File: src/rtl/bram_writer_layer_out.sv
// Streams a latched layer-output vector into BRAM at BASE_ADDR, then optionally
// reads the region back and counts elements that differ from what was written.
module bram_writer_layer_out #(
    parameter int COUNT      = 8,
    parameter int W          = 8,
    parameter int ADDR_WIDTH = 18,
    parameter int BASE_ADDR  = 0,
    parameter int VERIFY     = 1,
    parameter int RD_LAT     = 2
) (
    input  logic                           clk,
    input  logic                           rst,
    input  logic                           start,
    input  logic [COUNT*W-1:0]             data_in,
    output logic                           bram_en,
    output logic                           bram_wen,
    output logic                           bram_ren,
    output logic [ADDR_WIDTH-1:0]          bram_addr,
    output logic [W-1:0]                   bram_din,
    input  logic [W-1:0]                   bram_dout,
    output logic                           busy,
    output logic                           done,
    output logic [$clog2(COUNT+1)-1:0]     err_count
);

    localparam int EW = $clog2(COUNT + 1);
    localparam int IW = (COUNT > 1) ? $clog2(COUNT) : 1;
    localparam logic [IW-1:0]         LAST = IW'(COUNT - 1);
    localparam logic [ADDR_WIDTH-1:0] BASE = ADDR_WIDTH'(BASE_ADDR);

    if (COUNT < 1 || RD_LAT < 1 ||
        longint'(BASE_ADDR) + longint'(COUNT) > (longint'(1) << ADDR_WIDTH)) begin : g_bad_params
        $error("bram_writer_layer_out: COUNT/RD_LAT/BASE_ADDR do not fit ADDR_WIDTH");
    end

    typedef enum logic [1:0] {IDLE, WRITE, READBACK, DONE} state_t;

    state_t              state;
    logic [COUNT*W-1:0]  shadow;
    logic [IW-1:0]       wr_idx;
    logic [IW-1:0]       rd_idx;
    logic [RD_LAT-1:0]   pipe_vld;
    logic [IW-1:0]       pipe_idx [RD_LAT];

    // Read-back tags travel RD_LAT stages so each returning word meets its shadow element.
    always_ff @(posedge clk) begin
        if (rst) begin
            state     <= IDLE;
            shadow    <= '0;
            wr_idx    <= '0;
            rd_idx    <= '0;
            pipe_vld  <= '0;
            for (int i = 0; i < RD_LAT; i++) pipe_idx[i] <= '0;
            bram_en   <= 1'b0;
            bram_wen  <= 1'b0;
            bram_ren  <= 1'b0;
            bram_addr <= BASE;
            bram_din  <= '0;
            busy      <= 1'b0;
            done      <= 1'b0;
            err_count <= '0;
        end else begin
            pipe_vld[0] <= 1'b0;
            for (int i = 1; i < RD_LAT; i++) begin
                pipe_vld[i] <= pipe_vld[i-1];
                pipe_idx[i] <= pipe_idx[i-1];
            end

            case (state)
                IDLE, DONE: begin
                    if (start) begin
                        state     <= WRITE;
                        shadow    <= data_in;
                        wr_idx    <= '0;
                        rd_idx    <= '0;
                        pipe_vld  <= '0;
                        bram_en   <= 1'b1;
                        bram_wen  <= 1'b1;
                        bram_ren  <= 1'b0;
                        bram_addr <= BASE;
                        bram_din  <= data_in[W-1:0];
                        busy      <= 1'b1;
                        done      <= 1'b0;
                        err_count <= '0;
                    end
                end

                WRITE: begin
                    if (wr_idx == LAST) begin
                        bram_wen <= 1'b0;
                        if (VERIFY != 0) begin
                            state     <= READBACK;
                            bram_ren  <= 1'b1;
                            bram_addr <= BASE;
                            rd_idx    <= '0;
                        end else begin
                            state   <= DONE;
                            bram_en <= 1'b0;
                            busy    <= 1'b0;
                            done    <= 1'b1;
                        end
                    end else begin
                        wr_idx    <= wr_idx + IW'(1);
                        bram_addr <= bram_addr + ADDR_WIDTH'(1);
                        bram_din  <= shadow[(wr_idx + IW'(1)) * W +: W];
                    end
                end

                READBACK: begin
                    if (bram_ren) begin
                        pipe_vld[0] <= 1'b1;
                        pipe_idx[0] <= rd_idx;
                        if (rd_idx == LAST) begin
                            bram_ren <= 1'b0;
                        end else begin
                            rd_idx    <= rd_idx + IW'(1);
                            bram_addr <= bram_addr + ADDR_WIDTH'(1);
                        end
                    end
                    if (pipe_vld[RD_LAT-1]) begin
                        if (bram_dout != shadow[pipe_idx[RD_LAT-1] * W +: W])
                            err_count <= err_count + EW'(1);
                        if (pipe_idx[RD_LAT-1] == LAST) begin
                            state   <= DONE;
                            bram_en <= 1'b0;
                            busy    <= 1'b0;
                            done    <= 1'b1;
                        end
                    end
                end

                default: state <= IDLE;
            endcase
        end
    end

endmodule
File: config.mk
export PLATFORM = sky130hd
export DESIGN_NAME = bram_writer_layer_out
export DESIGN_NICKNAME = d
export VERILOG_FILES = /design/src/rtl/bram_writer_layer_out.sv
export SDC_FILE = /design/constraint.sdc
export NUM_CORES = 1
export LEC_CHECK = 0
export ABC_AREA = 1
export CELL_PAD_IN_SITES_DETAIL_PLACEMENT = 1
export CELL_PAD_IN_SITES_GLOBAL_PLACEMENT = 2
export CORE_ASPECT_RATIO = 0.5
export CORE_MARGIN = 2
export CORE_UTILIZATION = 28
export CTS_CLUSTER_SIZE = 28
export DETAILED_ROUTE_END_ITERATION = 10
export PLACE_DENSITY = 0.89
export SKIP_LAST_GASP = 1
export SLEW_MARGIN = 20
export SYNTH_ARGS = -nofsm -noshare
export SYNTH_HDL_FRONTEND = slang
export SYNTH_SLANG_ARGS = --single-unit
File: constraint.sdc
create_clock -name clk -period 2.15 [get_ports clk]
set_input_delay 0.3225 -clock clk [delete_from_list [all_inputs] [get_ports clk]]
set_output_delay 0.3225 -clock clk [all_outputs]
set_load 0.1 [all_outputs]
==> summary.md <==
| Metric | Value |
|---|---|
| Total Routed Length | roughly 20 mm |
| HP Class | register to register |
| Port buffer count | around 110 |
| Post-route clock skew | approximately 0.013 ns |
| Yosys cell types | 33 |
| CP max FO | 9 |
| EDFF count, synth | 6 |
| Total number of vias | roughly 6000 |
| Synth top cells by count | 137 x a21oi_1, 128 x nand2_1, 114 x o21ai_0 |
| CTS clk-pin slew, worst paths | 0.06 ns |
| Reg-to-Reg Start | pipe_idx[0][5] |
| GRT Total Usage | 19.46% |
| Nets | 1029 |
| Latest clock arrival within the worst-skew pair | 0.43 ns |
| Clk buf depth | 2 |
| Slew Viols, Final | 0 |
| Hold-fix buffers at CTS | 0 |
| Routed Antenna Nets | 0 |
| Cell count of the worst reg-to-reg path | 6 |
| Filler cells | 2436 |
| Register area share after synthesis | approximately 41% |
| Dpl hpwl | between 10 and 15 mm |
| Largest area contributor in the netlist | dfxtp_1 |
| Fmax | 0.4875 GHz |
| Tot Pwr | about 0.011 W |
| Cells after Synth | between 800 and 900 |
| Die width | 205.4 µm |
| Starting Density | 28.86% |
| IO Pins | 110 |
| # setup viols final | 0 |
| WL/cell | approximately 17 µm |
| Synth top area share | approximately two fifths |
| Seq cells post-synth | between 100 and 150 |
| Detailed Routing Iterations Pass 1 | 5 |
| TritonCTS Sinks | around 110 |
| DP Worst Slack | -0.06178 ns |
| Initial antenna violation count | 0 |
| CTS tree | done |
| Die Ht | ~100 µm |
| Number of max-cap violations | 0 |
| Crit Path Class | register to register |
| Layout Area Growth over Synthesis | 36.10% |
| Number of global-route vias before repair | just over 6000 |
| Crit path from | pipe_idx[0][5] |
| Startpoint Class | register |
| CP Data Arrival Time | 2.41 ns |
| Final min period | 2.051 ns |
| DIE AREA | ~0.022 mm² |
| Share of layout cells above drive strength 1 | approximately 13% |
| Placer congestion estimate | between 0.8 and 0.9 |
| GRT overflow | 0 |
| Global-route wire length before repair | 32.42 mm |
| Pwr/cell area | between 1000 and 1500 mW/mm² |
| Crit share post-route | a little over nine tenths |
| DRT iter0 DRCs | around 330 |
| Area contributors post-synth | dfxtp_1 38%, a21oi_1 12%, o21ai_0 10%, nand2_1 8.5%, nand3_1 6.8% |
| Clk root buf | clkbuf_16 |
| Critical Path End Type | register |
| YS warnings | 0 |
| Worst EP required | around 2.5 ns |
| Hold Path Stages | 2 |
| Seq. cell area | ~0.0024 mm² |
| Worst Hold Margin | 0.4385 ns |
| Largest net degree at the start of global routing | 122 |
| Core area | between 0.015 and 0.02 mm² |
| Outcome | finished clean |
| Synthesized cell area | about 0.0057 mm² |
| Core Rows | 36 |
| Avg Cell Area, Syn | around 6.9 µm² |
| ANT cells | 0 |
| Multi-input gate area | 0.002766 mm² |
| Async set-or-reset flop fraction in the synthesized netlist | 0% |
| Top_reg_cell synth | dfxtp_1 |
| H-tree lvl count | 4 |
| RSZ-0062 raised after global routing | yes |
| Top-count cell post-synth | a21oi_1 |
| Leak pwr | 3.173 nW |
| Worst vdd ir | 0.0006931 V |
| Final Hold Fails | 0 |
| CTS Buf Count | 17 |
| Via density | approximately 5 |
| Hold Startpoint | pipe_vld[0] |
| Setup WS post-layout | between 0.09 and 0.1 ns |
| DRC viols | 0 |
## cell type report
class / instances / area share [%]
multi-input combinational: 562 / 35.78
sequential: 114 / 30.47
timing repair buffer: 140 / 16.25
clock buffer: 23 / 6.312
inverter: 109 / 5.405
tap: 266 / 4.305
clock inverter: 9 / 1.376
timing repair inverter: 1 / 0.09710
## layout by cell type (no fill, tap or decap), drive strengths merged, types with 2 or more instances in the layout
| master | instances |
|---|---|
| a211oi | 7 |
| a21oi | 138 |
| buf | 66 |
| bufinv | 2 |
| clkbuf | 23 |
| clkdlybuf4s50 | 74 |
| clkinv | 8 |
| clkinvlp | 5 |
| conb | 3 |
| dfxtp | 108 |
| edfxtp | 6 |
| ha | 9 |
| inv | 104 |
| nand2 | 128 |
| nand3 | 77 |
| nand3b | 5 |
| nand4 | 3 |
| nor2 | 59 |
| nor3 | 10 |
| o21ai | 114 |
| o31ai | 2 |
## flip-flops by register name, summed over array words and instances, names as in the netlist
signal,flops
bram_addr,18
bram_din,8
bram_ren,1
bram_wen,1
busy,1
done,1
err_count,4
pipe_idx,6
pipe_vld,2
rd_idx,3
shadow,64
state,2
wr_idx,3
## repair_timing
action	in CTS	in global routing
pin swaps	0	3
buffers inserted	0	1
endpoints found under the setup margin	3	28
gates cloned	0	1
gates resized for setup	0	14
## path summary, 6_finish.rpt
path	endpoint	slack (ns)
setup / recovery	state[0]	0.1
hold / removal	pipe_vld[1]	0.44
setup reg to reg	state[0]	0.1
hold reg to reg	pipe_vld[1]	0.44
## logic make-up (layout without fill, tap and decap cells)
logic type	count (synthesis)	count (layout)	synth area share (%)
other cells	1	3	0.06602
buf+inv	155	282	10.73
compound gates	265	265	23.99
fa+ha+maj	9	9	1.982
flops	114	114	41.23
simple gates	285	285	22.00
## power breakdown
| group | switching (W) | internal, W |
|---|---|---|
| Sequential | 0.000352 | 0.00275 |
| Clock | 0.00105 | 0.00182 |
| Combinational | 0.00354 | 0.00147 |
| Total | 0.00494 | 0.00604 |
## stage by stage
| step | TNS, ns | cells | instance area, µm² | utilization (%) |
|---|---|---|---|---|
| 2_1_floorplan | 0 | 831 | 5700 | - |
| 3_3_place_gp | -0.01348 | 1190 | 7082 | 35.98 |
| 3_5_place_dp | -0.1616 | 1190 | 7082 | 35.98 |
| 4_1_cts | -0.06345 | 1222 | 7676 | 39.00 |
| 5_1_grt | -0.004445 | 1224 | 7731 | 39.28 |
| 6_report | 0 | 1224 | 7731 | 39.28 |
## layer usage
layer / up-vias / GRT usage, % / routed length [µm]
li1: 2983 / - / -
met1: 2912 / 25.80 / 9938
met2: 103 / 31.83 / 9347
met3: 19 / 4.429 / 858
met4: 0 / 5.139 / 221
met5: - / 0 / 0
## worst max-delay path: stages, from the launching register on
cell      delay, ns
edfxtp_1       0.40
clkinv_1       0.29
o31ai_1        0.48
inv_1          0.12
nor3_1         0.37
o21ai_0        0.17
a21oi_1        0.15
Note: power is estimated with default switching activity, not from simulation.
